<file path="config.mk">
export PLATFORM = sky130hd
export DESIGN_NAME = muldiv_seq
export DESIGN_NICKNAME = d
export VERILOG_FILES = /design/src/rtl/muldiv_pkg.sv /design/src/rtl/muldiv_step.sv /design/src/rtl/muldiv_seq.sv
export SDC_FILE = /design/constraint.sdc
export NUM_CORES = 1
export LEC_CHECK = 0
export CORE_ASPECT_RATIO = 0.75
export CORE_UTILIZATION = 45
export DETAILED_ROUTE_END_ITERATION = 8
export DONT_BUFFER_PORTS = 1
export SYNTH_ARGS = -nofsm -noshare
export SYNTH_HDL_FRONTEND = slang
export SYNTH_SLANG_ARGS = --single-unit
</file>
<file path="constraint.sdc">
create_clock -name clk -period 3.21 [get_ports clk]
set_input_delay 0.8025 -clock clk [delete_from_list [all_inputs] [get_ports clk]]
set_output_delay 0.8025 -clock clk [all_outputs]
set_load 0.05 [all_outputs]
</file>
<file path="src/rtl/muldiv_pkg.sv">
// Shared types for the sequential multiply/divide unit: op select and FSM states.
// Latency: n/a (types only).
// Backpressure: n/a (types only).
package muldiv_pkg;

  typedef enum logic [2:0] {
    OP_MUL    = 3'b000,
    OP_MULH   = 3'b001,
    OP_MULHSU = 3'b010,
    OP_MULHU  = 3'b011,
    OP_DIV    = 3'b100,
    OP_DIVU   = 3'b101,
    OP_REM    = 3'b110,
    OP_REMU   = 3'b111
  } muldiv_op_t;

  typedef enum logic [1:0] {
    IDLE = 2'd0,
    CALC = 2'd1,
    FIX  = 2'd2,
    DONE = 2'd3
  } muldiv_state_t;

  // Division ops all have the top funct3 bit set.
  function automatic logic op_is_div(input muldiv_op_t op);
    return op[2];
  endfunction

endpackage

</file>
<file path="src/rtl/muldiv_step.sv">
// One iteration of unsigned shift-add multiply or restoring shift-subtract divide.
// Latency: purely combinational.
// Backpressure: none; the caller decides when to register the outputs.
module muldiv_step #(
  parameter int WIDTH = 32
) (
  input  logic             is_div,
  input  logic [WIDTH-1:0] hi,
  input  logic [WIDTH-1:0] lo,
  input  logic [WIDTH-1:0] opnd,
  output logic [WIDTH-1:0] hi_nxt,
  output logic [WIDTH-1:0] lo_nxt
);

  logic [WIDTH:0] sum;
  logic [WIDTH:0] shifted;
  logic [WIDTH:0] diff;

  // Multiply: {hi,lo} holds partial product / multiplier, shifted right each step.
  // Divide: {hi,lo} holds partial remainder / dividend-quotient, shifted left each step.
  always_comb begin
    sum     = {1'b0, hi} + {1'b0, (lo[0] ? opnd : {WIDTH{1'b0}})};
    shifted = {hi, lo[WIDTH-1]};
    diff    = shifted - {1'b0, opnd};
    hi_nxt  = sum[WIDTH:1];
    lo_nxt  = {sum[0], lo[WIDTH-1:1]};
    if (is_div) begin
      if (shifted >= {1'b0, opnd}) begin
        hi_nxt = diff[WIDTH-1:0];
        lo_nxt = {lo[WIDTH-2:0], 1'b1};
      end else begin
        hi_nxt = shifted[WIDTH-1:0];
        lo_nxt = {lo[WIDTH-2:0], 1'b0};
      end
    end
  end

endmodule

</file>
<file path="src/rtl/muldiv_seq.sv">
// Iterative RV32M multiply/divide: one bit per cycle on magnitudes, sign fix-up at the end.
// Latency: done WIDTH+2 cycles after start; divide-by-zero and signed overflow finish in 1.
// Backpressure: raises StallE while busy; FlushE abandons the op silently.
import muldiv_pkg::*;

module muldiv_seq #(
  parameter int WIDTH = 32
) (
  input  logic             clk,
  input  logic             reset,
  input  logic             start,
  input  logic [2:0]       funct3,
  input  logic [WIDTH-1:0] SrcA,
  input  logic [WIDTH-1:0] SrcB,
  input  logic             FlushE,
  output logic             StallE,
  output logic             done,
  output logic [WIDTH-1:0] result
);

  localparam int CW = $clog2(WIDTH) + 1;
  localparam logic [CW-1:0] LAST = CW'(WIDTH - 1);
  localparam logic [WIDTH-1:0] MOST_NEG = {1'b1, {(WIDTH-1){1'b0}}};

  muldiv_state_t state, state_nxt;
  muldiv_op_t    op_in, op_q;
  logic [CW-1:0] cnt;
  logic          sign_a_q, sign_b_q;
  logic [WIDTH-1:0] hi, lo, opnd, hi_nxt, lo_nxt;

  // Input decode: signedness, magnitudes and the two short-circuit cases.
  logic div_in, a_sgn, b_sgn, sa, sb, div_zero, div_ovf, special, accept;
  logic [WIDTH-1:0] mag_a, mag_b, special_res;

  assign op_in       = muldiv_op_t'(funct3);
  assign div_in      = op_is_div(op_in);
  assign a_sgn       = op_in inside {OP_MULH, OP_MULHSU, OP_DIV, OP_REM};
  assign b_sgn       = op_in inside {OP_MULH, OP_DIV, OP_REM};
  assign sa          = SrcA[WIDTH-1] & a_sgn;
  assign sb          = SrcB[WIDTH-1] & b_sgn;
  assign mag_a       = sa ? -SrcA : SrcA;
  assign mag_b       = sb ? -SrcB : SrcB;
  assign div_zero    = div_in && (SrcB == '0);
  assign div_ovf     = div_in && b_sgn && (SrcA == MOST_NEG) && (SrcB == '1);
  assign special     = div_zero | div_ovf;
  assign special_res = div_zero ? (funct3[1] ? SrcA : '1) : (funct3[1] ? '0 : SrcA);
  assign accept      = (state == IDLE) && start && !FlushE;

  muldiv_step #(.WIDTH(WIDTH)) u_step (
    .is_div (op_is_div(op_q)),
    .hi     (hi),
    .lo     (lo),
    .opnd   (opnd),
    .hi_nxt (hi_nxt),
    .lo_nxt (lo_nxt)
  );

  // Sign fix-up and field select applied to the finished magnitudes.
  logic [2*WIDTH-1:0] prod, prod_fix;
  logic [WIDTH-1:0]   quot_fix, rem_fix, fix_res;

  always_comb begin
    prod     = {hi, lo};
    prod_fix = (sign_a_q ^ sign_b_q) ? -prod : prod;
    quot_fix = (sign_a_q ^ sign_b_q) ? -lo : lo;
    rem_fix  = sign_a_q ? -hi : hi;
    case (op_q)
      OP_MUL:                      fix_res = prod_fix[WIDTH-1:0];
      OP_MULH, OP_MULHSU, OP_MULHU: fix_res = prod_fix[2*WIDTH-1:WIDTH];
      OP_DIV, OP_DIVU:             fix_res = quot_fix;
      default:                     fix_res = rem_fix;
    endcase
  end

  // State register.
  always_ff @(posedge clk) begin
    if (reset) state <= IDLE;
    else       state <= state_nxt;
  end

  // Next-state and handshake outputs; flush always returns to IDLE.
  always_comb begin
    state_nxt = state;
    StallE    = 1'b0;
    done      = 1'b0;
    case (state)
      IDLE: begin
        if (start && !FlushE) begin
          StallE    = 1'b1;
          state_nxt = special ? DONE : CALC;
        end
      end
      CALC: begin
        StallE = 1'b1;
        if (FlushE)          state_nxt = IDLE;
        else if (cnt == LAST) state_nxt = FIX;
      end
      FIX: begin
        StallE    = 1'b1;
        state_nxt = FlushE ? IDLE : DONE;
      end
      DONE: begin
        done      = !FlushE;
        state_nxt = IDLE;
      end
      default: state_nxt = IDLE;
    endcase
    if (reset) StallE = 1'b0;
  end

  // Operand latch, iteration registers, counter and result.
  always_ff @(posedge clk) begin
    if (reset) begin
      op_q     <= OP_MUL;
      sign_a_q <= 1'b0;
      sign_b_q <= 1'b0;
      hi       <= '0;
      lo       <= '0;
      opnd     <= '0;
      cnt      <= '0;
      result   <= '0;
    end else begin
      case (state)
        IDLE: begin
          if (accept) begin
            op_q     <= op_in;
            sign_a_q <= sa;
            sign_b_q <= sb;
            cnt      <= '0;
            hi       <= '0;
            lo       <= div_in ? mag_a : mag_b;
            opnd     <= div_in ? mag_b : mag_a;
            if (special) result <= special_res;
          end
        end
        CALC: begin
          if (!FlushE) begin
            hi  <= hi_nxt;
            lo  <= lo_nxt;
            cnt <= cnt + 1'b1;
          end
        end
        FIX: begin
          if (!FlushE) result <= fix_res;
        end
        default: ;
      endcase
    end
  end

endmodule

</file>
==> reports/metrics.yaml <==
drive_gt1_share_pct: 22.9
synth_top_area_cell: "dfxtp_1"
min-delay-start: "reset"
drv_slew: 0
synth_fp_nets: 2295
die_y_um: 161
hold_violations: 0
final.setup.worst_slack_ps: 9.52
synthFlopType: "dfxtp_1"
r2r_slack_ps: 10
holdPathEnd: "hi[16]"
clk_pin_slew_ps: 70
drv_cap: 0
wl_um: 69500
endpoint_kind: "register"
gp_congestion: 1.05
yosysWarnings: 0
core-area_um2: 32800
cp_max_fo: 5
wl_per_cell_um: 25.1
timing.final.crit_share_pct: 99.7
whs_ps: 437
antenna_found_initial: 2
synth_cell_types: 80
netlist.area_leader.share_pct: 18.6
nets: 2462
overflow: 0
hpwlAfterDp_um: 54800
ff2ff_path_depth: 14
grt_pass1_vias: 16300
grt_first_pass_wirelength_um: 102000
drt-initial-drc-count: 2464
ant_nets: 0
portBuffers: 0
tritoncts: "yes"
slew_headroom_pct: 38.8
cts_buffers: 17
synthTopCellsByArea: "dfxtp_1, a21oi_1, ha_1, nor2_1, xnor2_1"
vias: 18000
finClkSkew_ps: 8.68
ys_seq_elements: 141
setup_viol: 0
worst_pin_slew_ps: 912
stdcell_count: 2771
timing.rr.end: "hi[19]"
pwr_density_cell_nw_per_um2: 336
r2r-start: "opnd[20]"
track_usage_pct: 39.0
fin_crit_ps: 3200
area_growth_syn_to_layout_pct: 24.2
final.fill_count: 3213
synth.most_common_cell: "nor2_1"
via_per_inst: 6.51
max-vdd-ir-drop_uv: 323
hold_path.class: "input pin to register"
cts.htree.levels: 4
rsz0062_at_grt: "yes"
dieArea_um2: 34500
place_ws_ps: -415
clockRootBuffer: "clkbuf_16"
grt_max_degree: 121
drc: 0
cts_buffer_depth: 2
power_leakage_uw: 0.00755
clk_latency_ps: 460
crit_type: "register to register"
synth_area_um2: 15200
critPathArrivalTime_ps: 3530
clock-sinks: 141
final_util_pct: 57.6
syn_avg_cell_area_um2: 7.08
critPathLaunchType: "register"
ys_seq_area_share_pct: 18.6
place_inst: 2722
p_total_uw: 6350
syn_inst: 2147
fp-row-count: 57
synth_edf_count: 0
cp.required_ps: 3540
hold_path_depth: 1
outcome: "finished, final reports clean"
hold_buffers: 0
first_pass_iters: 6
max_freq_mhz: 312
ys_async_sr_fraction_pct: 0
die_w_um: 214
synth_commonest_cells: "nor2_1, a21oi_1, nand2_1, clkbuf_1, dfxtp_1"
start_util_pct: 46.4
boundaryPins: 105
[how the worst max path moves through the flow]
| stage | startpoint | to | slack (ps) |
|---|---|---|---|
| 3_5_place_dp | lo[2] | result[10] | -420 |
| 5_1_grt | opnd[20] | hi[19] | -80 |
| 2_1_floorplan | SrcB[24] | result[28] | -100 |
| 6_report | opnd[20] | hi[19] | 10 |
| 4_1_cts | hi[0] | hi[22] | 9 |
| 3_3_place_gp | lo[2] | result[10] | -370 |
[logic make-up (layout without fill, tap and decap cells)]
family                     after synthesis  count (layout)  synth area share (%)
AOI/OAI and AO/OA                      681             681                  29.5
xor gates and xnor gates               169             169                  9.73
adders and majority gates              106             106                  8.34
buffers and inverters                  243             423                  6.13
DFF                                    141             141                  18.6
muxes                                   65              65                  4.48
other                                    0               2                     0
and+or+nand+nor                        742             742                  23.3
[cell usage in the layout, fill, tap and decap left out, types with 17 or more instances in the layout]
master / instances
o211ai_1: 23
ha_4: 17
nor4_1: 19
nand4_1: 30
o31ai_1: 36
nand2b_1: 18
a21oi_1: 179
or3_1: 24
mux2_2: 25
xnor2_1: 94
inv_1: 59
o221ai_1: 18
buf_4: 309
nor2_1: 233
dfxtp_1: 122
clkbuf_16: 18
a211oi_1: 68
a21o_1: 36
xor2_1: 74
a31oi_1: 25
maj3_1: 29
o21ai_0: 117
mux2i_1: 40
nor3_1: 78
nand3_1: 38
nand2_1: 178
ha_1: 49
[registers in the layout (all words and copies together) (netlist names)]
signal / count
result: 32
state: 2
sign_a_q: 1
op_q: 3
cnt: 6
hi: 32
lo: 32
opnd: 32
sign_b_q: 1
[final cells by class]
| cell class | instances | area (um2) | share of cell area, % |
|---|---|---|---|
| repair buffers | 318 | 2490 | 13.2 |
| clock inverters | 14 | 124 | 0.655 |
| flip-flops and latches | 141 | 2850 | 15.1 |
| clock buffers | 18 | 439 | 2.32 |
| well taps | 442 | 553 | 2.93 |
| multi-input cells | 1763 | 12200 | 64.3 |
| diodes | 2 | 5.00 | 0.0265 |
| inverters | 73 | 278 | 1.47 |
[timing repair]
| action | CTS | global route |
|---|---|---|
| endpoints found under the hold margin | 0 | 0 |
| gates cloned | 0 | 1 |
| gates resized for setup | 18 | 145 |
| setup endpoints to repair | 12 | 42 |
| pin swaps | 5 | 31 |
| setup buffers | 1 | 15 |
[stage by stage]
| stage | setup TNS (ps) | area [um2] |
|---|---|---|
| 2_1_floorplan | -1050 | 15300 |
| 3_3_place_gp | -7740 | 17500 |
| 3_5_place_dp | -9880 | 17500 |
| 4_1_cts | 0 | 18100 |
| 5_1_grt | -529 | 18900 |
| 6_report | 0 | 18900 |
[critical path, stage by stage (launching register included)]
cell,delay [ps]
dfxtp_1,350
inv_1,90
ha_2,380
inv_1,80
nor3_1,270
a221oi_2,110
buf_4,170
o211a_1,210
o21a_1,140
a22oi_2,390
clkbuf_16,240
nor2_1,50
buf_4,180
a222oi_1,310
o21ai_1,110
[routing by layer]
layer / GRT usage [%] / up-vias / share of wire [%]
li1: - / 8212 / -
met1: 57.3 / 8670 / 45
met2: 52.8 / 1017 / 39
met3: 12.2 / 135 / 13
met4: 12.6 / 2 / 2.9
met5: 0 / - / 0.023
[power breakdown]
group          total, uW  internal (uW)  leakage (uW)  switching (uW)
clock network       2010           1040      0.000280             969
logic               2440           1020       0.00612            1420
registers           1900           1820       0.00116            76.8
total               6350           3890       0.00755            2470
Note: power is estimated with default switching activity, not from simulation.
